[src/rtl/uart_rx_fifo.sv]
// UART receiver with 2-flop synchronized RX, runtime parity/stop selection, sticky error flags and FWFT FIFO.
// Optional break detection is enabled by defining UART_RX_BREAK_DETECT_EN.
`timescale 1ns/1ps
module uart_rx_fifo #(
  parameter int CLOCKS_PER_BIT  = 434,
  parameter int DATA_BITS       = 8,
  parameter int FIFO_DEPTH      = 4,
  parameter int CLOCK_CTR_WIDTH = 32
) (
  input  logic                        clk,
  input  logic                        rst,
  input  logic                        serial_data_in,
  input  logic [1:0]                  parity_type,
  input  logic                        stop_bits,
  input  logic                        rd_en,
  input  logic                        clr_err,
  output logic [DATA_BITS-1:0]        rd_data,
  output logic                        empty,
  output logic                        full,
  output logic [$clog2(FIFO_DEPTH):0] count,
  output logic                        parity_error,
  output logic                        framing_error,
  output logic                        overrun,
  output logic                        break_detected,
  output logic [1:0]                  parity_leds
);
  localparam int AW = $clog2(FIFO_DEPTH);
  localparam int BW = $clog2(DATA_BITS + 1);
  localparam logic [CLOCK_CTR_WIDTH-1:0] CTR_HALF = CLOCK_CTR_WIDTH'(CLOCKS_PER_BIT / 2 - 1);
  localparam logic [CLOCK_CTR_WIDTH-1:0] CTR_FULL = CLOCK_CTR_WIDTH'(CLOCKS_PER_BIT - 1);
  localparam logic [BW-1:0]              LAST_BIT = BW'(DATA_BITS - 1);
  localparam logic [AW:0]                DEPTH_CNT = (AW+1)'(FIFO_DEPTH);
`ifdef UART_RX_BREAK_DETECT_EN
  localparam bit BRK_EN = 1'b1;
`else
  localparam bit BRK_EN = 1'b0;
`endif

  typedef enum logic [2:0] {IDLE, START, DATA, PARITY, STOP1, STOP2} state_t;
  state_t state, state_nxt;

  logic                       rx_meta, rx_sync, rx_prev;
  logic [CLOCK_CTR_WIDTH-1:0] ctr;
  logic [BW-1:0]              bit_idx;
  logic [DATA_BITS-1:0]       shreg;
  logic                       par_en, par_odd, two_stop, par_bad, frm_bad, par_zero, brk_wait;
  logic                       tick, start_edge, frame_end, brk_now, stop_bad;
  logic                       evt_good, evt_par, evt_frm, evt_brk;
  logic [DATA_BITS-1:0]       mem [FIFO_DEPTH];
  logic [AW-1:0]              wr_ptr, rd_ptr;
  logic                       push, pop;

  always_comb begin
    state_nxt  = state;
    frame_end  = 1'b0;
    tick       = (ctr == '0);
    start_edge = rx_prev & ~rx_sync;
    stop_bad   = ~rx_sync | frm_bad;
    // A break is an all-zero frame up to and including the first stop sample
    brk_now    = BRK_EN && (state == STOP1) && tick && !rx_sync && (shreg == '0) && par_zero;
    case (state)
      IDLE:   if (start_edge && !brk_wait) state_nxt = START;
      START:  if (tick) state_nxt = rx_sync ? IDLE : DATA;
      DATA:   if (tick && bit_idx == LAST_BIT) state_nxt = par_en ? PARITY : STOP1;
      PARITY: if (tick) state_nxt = STOP1;
      STOP1:  if (tick) begin
                if (two_stop && !brk_now) begin
                  state_nxt = STOP2;
                end else begin
                  state_nxt = IDLE;
                  frame_end = 1'b1;
                end
              end
      STOP2:  if (tick) begin
                state_nxt = IDLE;
                frame_end = 1'b1;
              end
      default: state_nxt = IDLE;
    endcase
  end

  // Receive control: synchronizer, bit timing, frame status and end-of-frame events
  always_ff @(posedge clk or negedge rst) begin
    if (!rst) begin
      rx_meta  <= 1'b1;
      rx_sync  <= 1'b1;
      rx_prev  <= 1'b1;
      state    <= IDLE;
      ctr      <= '0;
      bit_idx  <= '0;
      par_en   <= 1'b0;
      par_odd  <= 1'b0;
      two_stop <= 1'b0;
      par_bad  <= 1'b0;
      frm_bad  <= 1'b0;
      par_zero <= 1'b1;
      brk_wait <= 1'b0;
      evt_good <= 1'b0;
      evt_par  <= 1'b0;
      evt_frm  <= 1'b0;
      evt_brk  <= 1'b0;
    end else begin
      rx_meta  <= serial_data_in;
      rx_sync  <= rx_meta;
      rx_prev  <= rx_sync;
      state    <= state_nxt;
      evt_good <= 1'b0;
      evt_par  <= 1'b0;
      evt_frm  <= 1'b0;
      evt_brk  <= 1'b0;
      if (state == IDLE) begin
        if (brk_wait) begin
          // after a break the line must stay high for a full bit before a new start
          if (!rx_sync)  ctr <= CTR_FULL;
          else if (tick) brk_wait <= 1'b0;
          else           ctr <= ctr - 1'b1;
        end else if (start_edge) begin
          ctr      <= CTR_HALF;
          bit_idx  <= '0;
          par_en   <= (parity_type == 2'd1) || (parity_type == 2'd2);
          par_odd  <= (parity_type == 2'd1);
          two_stop <= stop_bits;
          par_bad  <= 1'b0;
          frm_bad  <= 1'b0;
          par_zero <= 1'b1;
        end
      end else if (tick) begin
        ctr <= CTR_FULL;
        if (state == DATA) bit_idx <= bit_idx + 1'b1;
        if (state == PARITY) begin
          par_bad  <= ^{shreg, rx_sync} ^ par_odd;
          par_zero <= ~rx_sync;
        end
        if (state == STOP1) frm_bad <= ~rx_sync;
        if (frame_end) begin
          evt_brk  <= brk_now;
          evt_par  <= par_bad & ~brk_now;
          evt_frm  <= stop_bad & ~brk_now;
          evt_good <= ~par_bad & ~stop_bad & ~brk_now;
          brk_wait <= brk_now;
        end
      end else begin
        ctr <= ctr - 1'b1;
      end
    end
  end

  always_ff @(posedge clk) begin
    if (state == DATA && tick) shreg <= {rx_sync, shreg[DATA_BITS-1:1]};
    if (push) mem[wr_ptr] <= shreg;
  end

  assign empty   = (count == '0);
  assign full    = (count == DEPTH_CNT);
  assign pop     = rd_en & ~empty;
  assign push    = evt_good & (~full | pop);
  assign rd_data = empty ? '0 : mem[rd_ptr];

  // FIFO bookkeeping, sticky flags and parity LEDs
  always_ff @(posedge clk or negedge rst) begin
    if (!rst) begin
      wr_ptr         <= '0;
      rd_ptr         <= '0;
      count          <= '0;
      parity_error   <= 1'b0;
      framing_error  <= 1'b0;
      overrun        <= 1'b0;
      break_detected <= 1'b0;
      parity_leds    <= 2'b00;
    end else begin
      if (push) wr_ptr <= wr_ptr + 1'b1;
      if (pop)  rd_ptr <= rd_ptr + 1'b1;
      if (push && !pop)      count <= count + 1'b1;
      else if (pop && !push) count <= count - 1'b1;
      parity_error   <= evt_par | (parity_error & ~clr_err);
      framing_error  <= evt_frm | (framing_error & ~clr_err);
      overrun        <= (evt_good & full & ~rd_en) | (overrun & ~clr_err);
      break_detected <= evt_brk | (break_detected & ~clr_err);
      if (evt_par)   parity_leds <= 2'b10;
      else if (push) parity_leds <= {1'b0, par_en};
    end
  end
endmodule

[config.mk]
export PLATFORM = sky130hd
export DESIGN_NAME = uart_rx_fifo
export DESIGN_NICKNAME = d
export VERILOG_FILES = /design/src/rtl/uart_rx_fifo.sv
export SDC_FILE = /design/constraint.sdc
export NUM_CORES = 1
export LEC_CHECK = 0
export BUFFER_PORTS_ARGS = -buffer_cell sky130_fd_sc_hd__clkbuf_2
export CORE_MARGIN = 1.5
export CORE_UTILIZATION = 60
export DETAILED_ROUTE_END_ITERATION = 8
export PLACE_DENSITY = 0.8
export SYNTH_ARGS = -nofsm -noshare
export SYNTH_HDL_FRONTEND = slang
export SYNTH_SLANG_ARGS = --single-unit
[constraint.sdc]
create_clock -name clk -period 7.3 [get_ports clk]
set_clock_uncertainty 0.2 [all_clocks]
set_input_delay 1.095 -clock clk [delete_from_list [all_inputs] [get_ports clk]]
set_output_delay 1.095 -clock clk [all_outputs]
set_load 0.01 [all_outputs]
; Yosys cells after proc, flatten, opt, wreduce, memory -nomap -nowiden
; Memory sizes are Yosys's and may differ from the RTL's.
; Cells that the tools add are included.
[totals]
register_bits = 72
latch_bits = 0
ram_bits = 32
mem_bits_ro = 0
input_bits = 8
output_inout_bits = 19
wordCells = 156
n_memories = 1
[mem_list]
columns = memory, words, word_bits, read_ports, rd_clocked_by_memory_dff, wr, line_no
row1 = mem, 4, 8, 1, 0, 1, 49  ; logic [DATA_BITS-1:0] mem [FIFO_DEPTH];
[op_classes]
addsub = 6
n_mul = 0
div = 0
n_lt_le_gt_ge = 0
n_eq_ne = 19
shift = 0
mux = 55
n_bitwise = 24
n_reduce_logical = 27
[ops]
columns = operator, n
row1 = $mux 32, 6
row2 = $logic_not 32->1, 1
row3 = $sub 32x1->32 const B, 1
row4 = $mux 3, 10
row5 = $mux 1, 28
row6 = $mux 4, 5
row7 = $pmux 3 s6, 1
row8 = $ne 2x2->1 const B, 8
row9 = $reduce_bool 2->1, 7
row10 = $reduce_and 4->1, 3
row11 = $and 1x1->1, 10
row12 = $eq 3x3->1 const B, 3
row13 = $reduce_xor 9->1, 1
row14 = $mux 8, 1
row15 = $not 1->1, 8
row16 = $eq 3x2->1 const B, 2
row17 = $logic_not 3->1, 2
row18 = $mux 2, 3
row19 = $reduce_and 6->1, 1
row20 = $logic_and 1x1->1, 5
row21 = $or 1x1->1, 5
row22 = $add 2x1->2 const B, 2
row23 = $add 4x1->4 const B, 1
row24 = $eq 4x3->1 const B, 1
row25 = other kinds (13), 16

; Logic depth before layout (Yosys ltp)
; Gate-level depths: netlist of the first run.
[logic_depth]
word_depth = 9
depth_mapped = 10
mapped_depth_nobuf = 9

; Worst setup path before layout of the first run
; Ideal clock, no wire load.
[synth_path]
path_type = reg-to-output
start = register rd_ptr[0]
end = output rd_data[0]
arrival_ps = 1530
required_ps = 6005
slack_ps = 4475
stages_incl_launch_ff = 4
n_path_buf = 1
path_cell_list = dfrtp_1 > clkbuf_1 > mux4_2 > and2_1
[synth_between]
elab_chain_len = 2
[synth_rtl]
columns = item, line_no
row1 = from (decl), 50  ; logic [AW-1:0] wr_ptr, rd_ptr;
row2 = from (signal assigned), 172  ; if (pop) rd_ptr <= rd_ptr + 1'b1;
row3 = $mem_v2 4x8, --
row4 = $mux 8, 157  ; assign rd_data = empty ? '0 : mem[rd_ptr];
row5 = to (decl), 17  ; output logic [DATA_BITS-1:0] rd_data,
; Every way passes these cells.

; Worst setup path in the final report of the first run
[layout_path]
start = register ctr[24]
end = register ctr[26]
[layout_between]
elab_chain_len = 5
elab_cells_between_ends = 9
classes_between = add/sub (1) / eq/ne (1) / mux (5) / reduce/logical (2)
[layout_rtl]
columns = item, line_no
row1 = from (decl), 43  ; logic [CLOCK_CTR_WIDTH-1:0] ctr;
row2 = from (signal assigned), 116  ; else ctr <= ctr - 1'b1;
row3 = from (signal assigned), 143  ; ctr <= ctr - 1'b1;
row4 = $sub 32x1->32, "116, 143"
row5 = $mux 32, 115  ; else if (tick) brk_wait <= 1'b0;
row6 = $mux 32, 114  ; if (!rx_sync) ctr <= CTR_FULL;
row7 = $mux 32, 112  ; if (brk_wait) begin
row8 = $mux 32, 111  ; if (state == IDLE) begin
; Parallel ways exist; a longest one is shown, timed or not. The select of a mux whose other input is x is not followed.
; A chain may end at the register's enable or synchronous reset.

==> results.txt, run 1 <==
- The worst setup path is of the reg -> reg kind.
* Count of yosys warnings during synthesis: 0
* Highest-delay cell along the critical path: sky130_fd_sc_hd__a21o_1
- At the pin with the least slew margin, the transition time is approximately 990 ps.
- Of the cells placed in the final design, the portion with a size suffix greater than 1 is 0.134.
* Number of enable-type register cells in the synthesized netlist: 40
- Once detail routing completed, the nets flagged for antenna violations numbered 0.
- Area added between synthesis and finish: 8.20%
- Normalized max-slew margin: 0.335
* List of cells traversed by the critical path: or4_1 > nor4_1 > and4_1 > a21o_1 > or4_1 > nand2_1
- When the netlist entered floorplanning its net count stood at 449.
* Area share of the leading cell type in the synthesized netlist: 0.310
* Global-route wire length before repair: ~16000 microns
- Count of port buffers added during placement: 26
- Of all nets on the critical path, the largest fanout is 24.
* Clock transition at the registers of the reported paths: between 100 and 150 ps
- In this run, post-CTS repair resized a total of 0 instances.
* RSZ-0062 raised after global routing: false
- At the end of routability-driven placement, the weighted congestion stood at approximately 0.88.
* Clock Sinks: roughly 100
- The via count of the first global-routing pass was ~3400.
- In the final design database the tool counted about 470 nets.
* Hold Slack: roughly 160 ps
* Final Slew Violations: 0
* Post-DP Area: about 5000 sq um
* Routed wirelength normalized by instance count: about 17 microns
* Distinct cell type count of the synthesized netlist: 55
- 0 antenna diodes ended up in the layout.
* Utilization of the core after routing: 0.680
- For this run, the leading register cell type out of synthesis is sky130_fd_sc_hd__dfrtp_1.
* Post-layout minimum cycle time: between 3000 and 4000 ps
- In this run the static leakage power is approximately 0.0022 uW.
- The kind of cell with the highest combined delay along the critical path is simple AND/OR/NAND/NOR gates.
- Once the clock tree was built, the setup fixing pass inserted 0 buffers.
* Most numerous cell on the critical path: sky130_fd_sc_hd__or4_1
- Share of the yosys chip area belonging to registers: 0.569
- Clock tree from TritonCTS: done
* Mean instance size in the synthesized netlist: ~11 sq um
* Cts hold-fix bufs: 0
* Maximum cell stage delay along the critical path: a little under 700 ps
- In this run, the number of DRC markers left after iteration 0 of detailed routing was 195.
- The commonest cells after synthesis are sky130_fd_sc_hd__dfrtp_1, sky130_fd_sc_hd__edfxtp_1, sky130_fd_sc_hd__nand2_1.
- DRC: 0
* HPWL after detailed placement: about 6400 microns
- The run finished with clean final reports.
* Final period utilization: 0.448
- Overall power consumption after layout is estimated at roughly 1600 uW.
* Synthesized netlist cell count: 431
- Highest Clock Rate: 306 MHz
- WP data required: 7360 ps
- Data arrives at the worst endpoint at between 3000 and 4000 ps.
- Routed via count divided by cell count: roughly 6.2
- The number of buffers and inverters on the critical path is 0.
- Counting flops and latches in the post-synthesis netlist gives between 100 and 150.
- Power per unit of standard cell area: between 200 and 300 nW/um^2
- By area the synthesized netlist is led by sky130_fd_sc_hd__dfrtp_1, sky130_fd_sc_hd__edfxtp_1, sky130_fd_sc_hd__mux4_2.
- Biggest area consumer among synthesized cells: sky130_fd_sc_hd__dfrtp_1
- For this run the aggregate overflow at the end of global routing stands at 0.
* Starting density of the core: 0.628
- Yosys instantiated no cell more often than sky130_fd_sc_hd__dfrtp_1.
* Area of the core: between 7000 and 8000 sq um
- The floorplan has 32 rows.
- The detailed router placed around 3400 vias in this run.
- The die covers around 8800 sq um.
- In this run, CTS created clock tree buffers numbering 9.
- Die Span X: 93.6 microns
- Startpoint type of the worst setup path: flop
- Setup violations remaining at the end of the flow were counted as 0.
* Number of antenna violations at the first check in global routing: 0
* Maximum number of pins on one net before global-route repair: 65
- Measured along the y axis, the die boundary spans around 94 microns.
* Skew-Pair Late Insertion Delay: about 370 ps
* Fill count: roughly 580
- Across the VDD grid, the largest voltage drop is just over 200 uV.
- First-pass DRT Iterations: 5
- The tree is rooted in a sky130_fd_sc_hd__clkbuf_8.
- Final standard cell area without fillers: about 5300 sq um
- Count of pins on the block boundary: 27
- For this block, the routed nets add up to a little over 9000 microns of wire.
- Counting flops with an async set or reset pin after synthesis yields a share of 0.615.
- STA classifies the critical path endpoint as a flop.
- Number of buffers between clock root and the deepest sink: 2
- Number of max-cap violations: 0
* Number of H-tree branching levels: 3
- In this run the worst hold path is classified as reg -> reg.
- Final total negative setup slack: 0 ps
* Overall track demand over capacity in global routing: 0.228
- In this run the cell area of the synthesized design comes to 4930 sq um.
* Final hold violation count: 0
-- report_power, final --
part	internal, uW	switching [uW]
Clock	140	226
Sequential	655	88.2
Combinational	214	264
Total	1010	578
-- state kept, by name, indices dropped and copies added, names as in the netlist, 3 cells and up --
signal / flops
count: 3
mem: 32
bit_idx: 4
shreg: 8
ctr: 32
state: 3
-- stage by stage --
| stage | cells | setup WS, ps |
|---|---|---|
| floorplan | 431 | 4470 |
| global placement | 542 | 4190 |
| detailed placement | 542 | 4090 |
| CTS | 558 | 3970 |
| global route | 558 | 3790 |
| finish | 558 | 4030 |
-- kinds of logic (layout without fill, tap and decap cells) --
kind of cell | count (synthesis) | after routing | share of synthesized area
buffers and inverters | 33 | 58 | 0.0264
DFF | 104 | 104 | 0.569
xor gates and xnor gates | 36 | 36 | 0.0640
AOI/OAI and AO/OA | 74 | 74 | 0.100
adders and majority gates | 10 | 10 | 0.0269
muxes | 11 | 11 | 0.0429
and+or+nand+nor | 163 | 163 | 0.171
-- path summary, 6_finish.rpt --
path,startpoint,to,slack [ps],cells after the start
max,ctr[24]$_DFFE_PN0P_,ctr[26]$_DFFE_PN0P_,4030,6
min,rx_meta$_DFF_PN1_,rx_sync$_DFF_PN1_,160,0
max reg2reg,ctr[24]$_DFFE_PN0P_,ctr[26]$_DFFE_PN0P_,4030,6
min reg2reg,rx_meta$_DFF_PN1_,rx_sync$_DFF_PN1_,160,0
max in group asynchronous,rst,ctr[5]$_DFFE_PN0P_,5690,2
min in group asynchronous,rst,break_detected$_DFF_PN0_,680,2
-- layout by cell type (no fill, tap or decap), drive strengths merged, types with 4 or more instances in the layout --
| cell type | n |
|---|---|
| a21oi | 22 |
| and2 | 15 |
| clkbuf | 35 |
| dfrtp | 61 |
| edfxtp | 40 |
| ha | 9 |
| inv | 19 |
| mux4 | 8 |
| nand2 | 34 |
| nand3 | 15 |
| nand4 | 6 |
| nor2 | 33 |
| nor2b | 6 |
| nor3 | 15 |
| nor4 | 7 |
| o211ai | 7 |
| o21ai | 15 |
| o22ai | 4 |
| o31ai | 4 |
| or3 | 14 |
| or4 | 6 |
| xnor2 | 19 |
| xor2 | 17 |
-- final cells by class --
class	instances	area, sq um	share of cell area
Clock buffer	9	124	0.0232
Clock inverter	7	88.8	0.0167
Inverter	15	56.3	0.0106
Multi-Input combinational cell	294	1990	0.374
Sequential cell	104	2810	0.526
Tap cell	102	128	0.0239
Timing Repair Buffer	27	138	0.0258
-- metal layers --
metal,global-route usage,routed length (microns)
met1,0.307,4190
met2,0.374,4500
met3,0.0333,480
met4,0.0933,157
met5,0,0
Note: power is estimated with default switching activity, not from simulation.
==> inputs of run 2 (changes only) <==
==> constraint.sdc (replaced) <==
create_clock -name clk -period 3.1 [get_ports clk]
set_clock_uncertainty 0.2 [all_clocks]
set_input_delay 0.465 -clock clk [delete_from_list [all_inputs] [get_ports clk]]
set_output_delay 0.465 -clock clk [all_outputs]
set_load 0.01 [all_outputs]
==> run 2 against run 1 <==
Critical path depth is the same. Sequential share of layout area shrank 1.1 points. Via count increased by 2.2%. Clock power is 130% higher. Die area unchanged. Critical path type unchanged. Largest cell class unchanged.
==> results.txt, run 2 (synthesized netlist as in run 1, its figures left out) <==
- Status: completed (unchanged)
- The per-cell routed wire length is 17.0 microns (was 16.7 microns).
- Number of antenna violations at the first check in global routing: 0 (unchanged)
* Largest voltage drop on the vdd net: 359 uV (was 201 uV)
- Critical path buffer and inverter count: 0 (unchanged)
- GRT Residual Overflow: 0 (unchanged)
- The x dimension of the die was 93.6 microns (unchanged).
- Most common cell after layout, fill and taps aside: sky130_fd_sc_hd__dfrtp_1 (unchanged)
- The post-route clock period utilization was 0.913 (was 0.448).
- Largest registers: ctr x32, mem x32, shreg x8 (unchanged)
- Proportion of layout cells with a drive suffix above 1: 0.161 (was 0.134)
- The number of nets at the end of the flow came to 484 (was 469).
- List of cells traversed by the critical path: or4_1 > or4_4 > o41ai_4 > and2_1 > o31ai_1 > a21oi_2 (was or4_1 > nor4_1 > and4_1 > a21o_1 > or4_1 > nand2_1)
- Number of max-cap violations: 0 (unchanged)
- Crit path max-delay family: simple AND/OR/NAND/NOR gates (unchanged)
- The number of clock sinks seen by CTS came to 104 (unchanged).
- Leakage power: 0.00228 uW (was 0.00221 uW)
- The worst-margin pin slew came to 689 ps (was 990 ps).
- The DRC violation count after routing came to 0 (unchanged).
- Final standard cell area without fillers: 5450 sq um (was 5330 sq um)
- Maximum number of pins on one net before global-route repair: 26 (was 65)
- The via-per-instance ratio came to 6.13 (was 6.15).
- The nature of the critical path endpoint is a flop (unchanged).
- Highest-count cells in the layout ignoring fill and taps: sky130_fd_sc_hd__dfrtp_1, sky130_fd_sc_hd__edfxtp_1, sky130_fd_sc_hd__nand2_1 (unchanged).
* Maximum fanout along the worst path: 7 (was 24)
* Power per unit of standard cell area: 687 nW/um^2 (was 298 nW/um^2)
- The final critical path time including I/O delays and setup came to 2830 ps (was 3270 ps).
- Area of the core: 7850 sq um (unchanged)
- Final Slew Violations: 0 (unchanged)
- Maximum cell stage delay along the critical path: 650 ps (was 680 ps)
- The maximum frequency from static timing analysis came to 353 MHz (was 306 MHz).
- Post-detailed-route count of antenna-violating nets: 0 (unchanged)
* Final GP Congestion: 0.894 (was 0.875)
- Final wirelength: 9740 microns (was 9320 microns)
- The length of the first detailed-routing pass in iterations was 5 (unchanged).
- Master cell of the clock root buffer: sky130_fd_sc_hd__clkbuf_8 (unchanged)
* Skew-Pair Late Insertion Delay: 370 ps (about the same)
- Highest-delay cell along the critical path: sky130_fd_sc_hd__or4_1 (was sky130_fd_sc_hd__a21o_1)
* Overall track demand over capacity in global routing: 0.241 (was 0.228)
- DIE AREA: 8770 sq um (unchanged)
- Number of diodes: 0 (unchanged)
- Count of pins on the block boundary: 27 (unchanged)
- Final hold violation count: 0 (unchanged)
* Core Rows: 32 (unchanged)
* Count of port buffers added during placement: 26 (unchanged)
- RSZ-0062 raised after global routing: false (unchanged).
* Global-route wire length before repair: 16300 microns (was 15500 microns)
* Cells after DPL: 555 (was 542)
- The total via count after detailed routing was 3510 (was 3434).
- Die height: 93.6 microns (unchanged)
* Final total negative setup slack: 0 ps (unchanged)
* Arrival time of data at the critical path endpoint: 2940 ps (was 3330 ps)
- Final cell count without fillers: 573 (was 558)
- Clock tree from TritonCTS: done (unchanged)
- The endpoint required time on the critical path was 3210 ps (was 7360 ps).
- Normalized max-slew margin: 0.540 (was 0.335)
- The initial standard-cell utilization of the core was 0.628 (unchanged).
- The DRC marker count from the first detailed-route iteration was 259 (was 195).
- Final count of negative-setup-slack endpoints: 0 (unchanged)
* Number of clock buffers inserted by TritonCTS: 9 (unchanged)
- The path class of the lowest-slack min-delay path is in -> reg (was reg -> reg).
- HPWL after detailed placement: 7020 microns (was 6400 microns)
* Number of H-tree branching levels: 3 (unchanged)
* Area added between synthesis and finish: 10.5% (was 8.20%)
- Number of buffers between clock root and the deepest sink: 2 (unchanged)
- Startpoint type of the worst setup path: flop (unchanged)
- The clock transition at the register clock pins on the worst setup and hold paths after CTS is 110 ps (about the same).
- The placement-stage cell area came to 5220 sq um (was 5120 sq um).
* Crit Path Class: reg -> reg (unchanged)
- The via count of the first global-routing pass was 3394 (was 3379).
## run 2: cell types whose count changed in the layout (fill, tap and decap cells not counted), sizes merged
cell,before,now
clkinvlp,0,1
dlygate4sd3,0,2
clkinv,3,2
buf,1,14
## run 2: cell type report
class	instances	area, sq um
clock buffer	9	124
clock inverter	7	72.6
fill	592	2400
inverter	15	56.3
multi-input combinational	294	2000
sequential	104	2810
tap	102	128
timing repair buffer	42	255
## run 2: power by group
group / switching [uW] / internal (uW)
clock network: 508 / 317
registers: 209 / 1540
logic: 627 / 535
## run 2: final timing paths
| kind | slack [ps] | start | cells after the start | to |
|---|---|---|---|---|
| worst max register to register | 270 | ctr[24]$_DFFE_PN0P_ | 6 | ctr[11]$_DFFE_PN0P_ |
| min in group asynchronous | 410 | rst | 2 | ctr[14]$_DFFE_PN0P_ |
| worst min-delay path | 50 | clr_err | 2 | break_detected$_DFF_PN0_ |
| worst max-delay path | 270 | ctr[24]$_DFFE_PN0P_ | 6 | ctr[11]$_DFFE_PN0P_ |
| worst min register to register | 160 | rx_meta$_DFF_PN1_ | 0 | rx_sync$_DFF_PN1_ |
| max in group asynchronous | 1550 | rst | 3 | par_bad$_DFFE_PN0P_ |
## run 2: routing by layer
metal / wire length [microns] / up-vias / track usage
met3: 481 / 29 / 0.0382
met1: 4200 / 1726 / 0.318
li1: - / 1632 / -
met5: 0 / - / 0
met2: 4750 / 123 / 0.396
met4: 304 / 0 / 0.111
## run 2: repair_timing
action | 4_1_cts | 5_1_grt
buffers inserted | 0 | 0
resized for setup | 0 | 2
hold endpoints to repair | 22 | 0
hold buffers | 2 | 0
setup endpoints to repair | 0 | 6
## run 2: per-stage QoR
step	setup WS (ps)	total power, uW	utilization	hold WS, ps
3_3_place_gp	353	2880	0.665	147
3_5_place_dp	174	2920	0.665	148
2_1_floorplan	413	2590	-	-30.6
4_1_cts	174	3740	0.693	42.7
5_1_grt	58.6	3950	0.694	40.2
6_report	270	3740	0.694	47.5
